<file path="config.mk">
export PLATFORM = sky130hd
export DESIGN_NAME = seq_response_mock
export DESIGN_NICKNAME = d
export VERILOG_FILES = /design/src/rtl/seq_response_mock.sv
export SDC_FILE = /design/constraint.sdc
export NUM_CORES = 1
export LEC_CHECK = 0
export ABC_AREA = 1
export CAP_MARGIN = 30
export CORE_ASPECT_RATIO = 1.25
export CORE_UTILIZATION = 54
export DETAILED_ROUTE_END_ITERATION = 7
export GPL_ROUTABILITY_DRIVEN = 0
export PLACE_DENSITY = 0.84
export SYNTH_ARGS = -nofsm -noshare
export SYNTH_HDL_FRONTEND = slang
export SYNTH_SLANG_ARGS = --single-unit
</file>
<file path="constraint.sdc">
create_clock -name clk -period 2.8 [get_ports clk]
set_clock_uncertainty 0.2 [all_clocks]
set_input_delay 0.56 -clock clk [delete_from_list [all_inputs] [get_ports clk]]
set_output_delay 0.56 -clock clk [all_outputs]
set_load 0.03 [all_outputs]
</file>
<file path="src/rtl/seq_response_mock.sv">
// seq_response_mock
//   Clocked stand-in for a graded block. It counts the input changes it sees
//   on `inputs` and, for each change, drives a scripted value taken from a
//   response table that can be loaded at runtime.
//
// Ports
//   clk          rising-edge system clock
//   rst          asynchronous active-high reset (also clears the table)
//   inputs       monitored bus, sampled every clock edge
//   load_en      table write strobe
//   load_addr    table entry index (indices >= DEPTH are ignored)
//   load_data    table entry value
//   outputs      registered scripted response
//   change_count saturating count of detected input changes
//   seq_done     sticky flag, set when the DEPTH-th change is seen
//   primed       high once the baseline input sample has been taken
module seq_response_mock #(
    parameter int               IN_W        = 3,
    parameter int               OUT_W       = 1,
    parameter int               DEPTH       = 8,
    parameter int               CNT_W       = 16,
    parameter bit               WRAP        = 1'b0,
    parameter logic [OUT_W-1:0] DEFAULT_OUT = OUT_W'(1)
) (
    input  logic                     clk,
    input  logic                     rst,
    input  logic [IN_W-1:0]          inputs,
    input  logic                     load_en,
    input  logic [$clog2(DEPTH)-1:0] load_addr,
    input  logic [OUT_W-1:0]         load_data,
    output logic [OUT_W-1:0]         outputs,
    output logic [CNT_W-1:0]         change_count,
    output logic                     seq_done,
    output logic                     primed
);

    localparam int              AW       = $clog2(DEPTH);
    localparam logic [CNT_W-1:0] CNT_MAX  = '1;
    localparam logic [AW-1:0]   LAST_IDX = AW'(DEPTH - 1);

    logic [IN_W-1:0]  prev_q;
    logic             primed_q;
    logic [CNT_W-1:0] cnt_q, cnt_d;
    logic [AW-1:0]    ptr_q, ptr_d;
    logic [OUT_W-1:0] out_q, out_d;
    logic             done_q, done_d;
    logic [OUT_W-1:0] table_q [DEPTH];

    logic             change;
    logic             table_we;

    // ptr_q holds the table index used by the most recent lookup, i.e.
    // (change_count-1) mod DEPTH. Tracking it incrementally avoids a modulo
    // on the counter. It starts at DEPTH-1 so the first change reads entry 0,
    // and it stops advancing once the counter saturates, which freezes the
    // replayed entry at (2^CNT_W-2) mod DEPTH.
    always_comb begin
        cnt_d  = cnt_q;
        ptr_d  = ptr_q;
        out_d  = out_q;
        done_d = done_q;
        change = primed_q && (inputs != prev_q);

        if (change) begin
            if (cnt_q != CNT_MAX) begin
                cnt_d = cnt_q + 1'b1;
                ptr_d = (ptr_q == LAST_IDX) ? '0 : ptr_q + 1'b1;
            end
            // Lookup reads the registered table: a load to the same entry on
            // this edge only becomes visible to later lookups.
            if (WRAP || (32'(cnt_d) <= DEPTH)) begin
                out_d = table_q[ptr_d];
            end else begin
                out_d = DEFAULT_OUT;
            end
            if (32'(cnt_d) == DEPTH) begin
                done_d = 1'b1;
            end
        end
    end

    always_ff @(posedge clk or posedge rst) begin
        if (rst) begin
            prev_q   <= '0;
            primed_q <= 1'b0;
            cnt_q    <= '0;
            ptr_q    <= LAST_IDX;
            out_q    <= DEFAULT_OUT;
            done_q   <= 1'b0;
        end else begin
            prev_q   <= inputs;
            primed_q <= 1'b1;
            cnt_q    <= cnt_d;
            ptr_q    <= ptr_d;
            out_q    <= out_d;
            done_q   <= done_d;
        end
    end

    assign table_we = load_en && (32'(load_addr) < DEPTH);

    always_ff @(posedge clk or posedge rst) begin
        if (rst) begin
            for (int unsigned i = 0; i < DEPTH; i++) begin
                table_q[i] <= DEFAULT_OUT;
            end
        end else if (table_we) begin
            table_q[load_addr] <= load_data;
        end
    end

    assign outputs      = out_q;
    assign change_count = cnt_q;
    assign seq_done     = done_q;
    assign primed       = primed_q;

endmodule

</file>
=== After elaboration in Yosys (flattened, before gate mapping) ===
Cells that the tools add are included.
Widths: inputs -> output; s select.

* Reductions and logical operators: 3
* Magnitude comparators: 4
* Bitwise operators: 2
* Multiplexer cells: 12
* Equal/unequal tests: 4
* Add/sub/neg operators: 2

{| class="wikitable"
|+ Operator list
! operator !! number
|-
| $mux 16 || 2
|-
| $add 16x1->16 const B || 1
|-
| $eq 16x4->1 const B || 1
|-
| $le 16x4->1 const B || 1
|-
| $ne 16x16->1 const B || 1
|-
| $mux 3 || 3
|-
| $bwmux 8 || 1
|-
| $ge 4x4->1 const B || 2
|-
| $not 3->4 || 2
|-
| $lt 4x1->1 const B || 1
|-
| $mux 1 || 4
|-
| $add 3x1->3 const B || 1
|-
| $bmux 1 s3 || 1
|-
| $demux 1 s3 || 1
|-
| $eq 3x3->1 const B || 1
|-
| $ne 3x3->1 || 1
|-
| $logic_and 1x1->1 || 2
|-
| $reduce_and 2->1 || 1
|}

* Input bits: 10
* Word-level logic and storage cells: 41
* Register bits: 33
* Output and inout port bits: 19

=== Logic depth before layout (Yosys ltp) ===
* Depth in word-level cells: 9
* Mapped depth: 13
* Gate-level depth less buffers: 13

=== Worst setup path before layout ===
OpenSTA, ideal clock, no wires.

* Path type: flip-flop to flip-flop
* Start point: reg cnt_q[0], in the netlist change_count[0]
* End point: reg out_q, in the netlist outputs
* Data required time: 2.521 ns
* Data arrival time: 1.843 ns
* Cell stages (with the launch flop): 13
* Path buffers: 1
* Clock period less this slack: 2.122 ns
* Setup time: 0.079 ns
* Slack: 0.678 ns
* Cell sequence: dfrtp_1 > ha_1 > inv_1 > nor2_4 > nand2_4 > inv_1 > nand2_1 > buf_2 > nand4_1 > nor2_1 > nand2_1 > nor2_1 > a21oi_2

* Word-level cells in the longest chain between the ends: 8
* Elaborated cells on any way between the ends: 12
* Classes of those cells: add/sub: 1; order compare: 1; eq/ne: 1; mux: 8; bitwise: 1

{| class="wikitable"
|+ Ends and longest elaborated chain
! what !! line !! text
|-
| start: declaration || 43 || <nowiki>logic [CNT_W-1:0] cnt_q, cnt_d;</nowiki>
|-
| start signal: assignment || 93 || <nowiki>cnt_q <= cnt_d;</nowiki>
|-
| parallel branches: the longest is 7 deep, another holds $add 16x1->16 || - ||
|-
| $mux 1 * || 71 || <nowiki>if (WRAP || (32'(cnt_d) <= DEPTH)) begin</nowiki>
|-
| end signal: assignment || 95 || <nowiki>out_q <= out_d;</nowiki>
|-
| end: declaration || 45 || <nowiki>logic [OUT_W-1:0] out_q, out_d;</nowiki>
|}

Mark *: on every way between the ends. The select of a mux whose other input is x is not followed.
A chain may end at the register's enable or synchronous reset.

=== Worst setup path in the final report ===
* Start point: reg cnt_q[1], in the netlist change_count[1]
* End point: reg out_q, in the netlist outputs

The elaborated chain is that of the path after synthesis.

==> flow_summary.ini <==
[final_layout]
final_common_cell = nand2_1
final_cell_mix = nand2_1 (71), inv_1 (38), nor2_1 (35), clkdlybuf4s50_1 (28), dfrtp_1 (21)
final_cells = 354
drive_gt1_share_pct = 14.9
layout.nets = 327
fillers = 289
regArea_um2 = 841
area_delta_synth_final_pct = 20.5
multiInputGateArea_um2 = 1070
antenna_cells = 0

[routing]
routed_wl_mm = 4.51
ant_nets = 0
drc = 2
routed_via_density = 5.43
wire_per_inst_um = 12.8
drt-pass1-iter-count = 8
vias = 1921
drt_iter0_drc = 99

[clock_network]
cts_resized = 0
clockBufferDepth = 2
root_buffer = clkbuf_8
h-tree-depth = 2
cts_hold_buf = 0
clk_latency_ns = 0.29
cts_buffers = 5
cts_tree = yes
clock-sinks = 33
cts_setup_buffers = 0
path_clk_slew_ns = 0.07

[synthesis]
synth_edf_count = 0
synth_cell_types = 33
yosys_warnings = 0
ys.flop_type = dfrtp_1
synth_area_um2 = 2080
ys_ff_latch = 33
synth-async-reset-ratio_pct = 100
syn_nets = 292
ys_seq_area_share_pct = 40.5
avgSynthCellArea_um2 = 7.44
syn_inst = 279

[setup_path]
rr_worst_depth = 13
path_class = register to register
cp_slowest_cell = dfrtp_1
r2r_end = outputs
cp_common_cell = nand2_1
worstPathMaxFanout = 11
crit_arrival_ns = 2.32
critPathLaunchType = register
rr_startpoint = change_count[1]
rrSetupSlack_ns = 0.51
required_ns = 2.83
cp-end-kind = register
path_cells = ha_1, inv_1, nor2_4, nand2_4, inv_1, nand2_1, nand2_1, and2_4, nand3_1, nand2_1, nand2_1, nor2_1, a21oi_2
max_stage_delay_ns = 0.45

[global_routing]
grt.total_usage_pct = 24.6
grt-ovfl-total = 0
grt_max_degree = 34
grt_pass1_vias = 1808
grt_antenna_before_repair = 0
grt_pass1_wl_mm = 7.78

[floorplanning]
dieArea_um2 = 4100
core_area_um2 = 3570
placementRows = 24
start_util_pct = 58.1
fp.dieW_um = 57.5
die_y_um = 71.3
io-pin-count = 29

[timing]
timing.final.crit_period_ns = 2.29
tns_ns = 0
min_period_over_period_pct = 81.9
setup-violations-final = 0
rsz0062_at_grt = no
maxSlewViolCount = 0
fmax_mhz = 436
hold_viol = 0
fin_ws_ns = 0.506

[min_path]
min_from = seq_done
hold_path.class = register to register
min_to = seq_done
hold_path_depth = 2

[outcome]
status = complete, but fails checks
violations = design-rule violations

[flow_run]
maxCapViolCount = 0

[pwr]
vdd_drop_max_mv = 0.462
powerDensity_nw_per_um2 = 762
leakagePower_nw = 1.22

[placement]
dpl_worst_slack_ns = 0.529
dp_cells = 346
hpwl_mm = 3.40
port_buffers = 28
[how the worst max path moves through the flow]
stage	depth (start not counted)	endpoint	from
floorplan	12	outputs	change_count[0]
global placement	13	outputs	change_count[1]
detailed placement	13	outputs	change_count[1]
CTS	13	outputs	change_count[1]
global route	13	outputs	change_count[0]
finish	13	outputs	change_count[1]
[metal layers]
| metal | global-route usage, % | share of wire, % |
|---|---|---|
| met3 | 3.97 | 5.2 |
| met2 | 43.9 | 52 |
| met4 | 10.6 | 1.8 |
| met5 | 0 | 0 |
| met1 | 28.7 | 41 |
[worst max-delay path: cells and delay by family (launching register included)]
family          cells  cell delay, ns
simple gates        9            1.08
flops               1            0.45
fa+ha+maj           1            0.23
buf+inv             2            0.17
compound gates      1            0.07
[cell families (layout without fill, tap and decap cells)]
group           after synthesis  after routing  share of synthesized area, %
xor+xnor                      7              7                          2.95
other cells                   1              1                         0.181
flops                        33             33                          40.5
simple gates                151            151                          34.7
buf+inv                      43             79                          7.83
compound gates               41             41                          12.0
fa+ha+maj                     3              3                          1.81
[final cells by class]
cell class	count	share of cell area, %
Clock buffer	6	2.90
Clock inverter	2	0.400
Inverter	39	5.85
Multi-Input combinational cell	203	42.9
Sequential cell	33	33.6
Tap cell	39	1.95
Timing Repair Buffer	32	12.4
[through the flow]
stage	utilization (%)	hold slack (ns)	cell area, um2	total power [mW]
after global placement	67.7	0.276	2420	1.52
after CTS	70.0	0.288	2500	1.91
final	70.0	0.282	2500	1.91
after global routing	70.0	0.309	2500	2.02
after floorplan	-	0.266	2080	1.29
after detailed placement	67.7	0.271	2420	1.55
[synth_stat cells (2+ instances only)]
library cell / number / area share [%]
a21oi_1: 7 / 1.7
a31oi_1: 9 / 2.7
a41oi_1: 2 / 0.84
clkbuf_1: 3 / 0.54
dfrtp_1: 21 / 25
dfstp_2: 12 / 15
ha_1: 3 / 1.8
inv_1: 38 / 6.9
nand2_1: 71 / 13
nand2_2: 5 / 1.5
nand2_4: 3 / 1.6
nand3_1: 15 / 3.6
nand3_2: 4 / 1.9
nand4_1: 6 / 1.8
nor2_1: 35 / 6.3
nor2_2: 3 / 0.90
nor2_4: 3 / 1.6
nor3_1: 2 / 0.48
o21a_1: 2 / 0.72
o21ai_0: 17 / 4.1
xnor2_1: 3 / 1.3
xor2_1: 4 / 1.7
[sequential cells by signal, summed over array words and instances (netlist names)]
register / count
seq_done: 1
primed: 1
outputs: 1
table_q: 8
change_count: 16
prev_q: 3
ptr_q: 3
[report_power, final]
part | internal, mW | switching [mW]
clock network | 0.172 | 0.183
logic | 0.324 | 0.491
registers | 0.606 | 0.131
total | 1.10 | 0.804
Note: power is estimated with default switching activity, not from simulation.
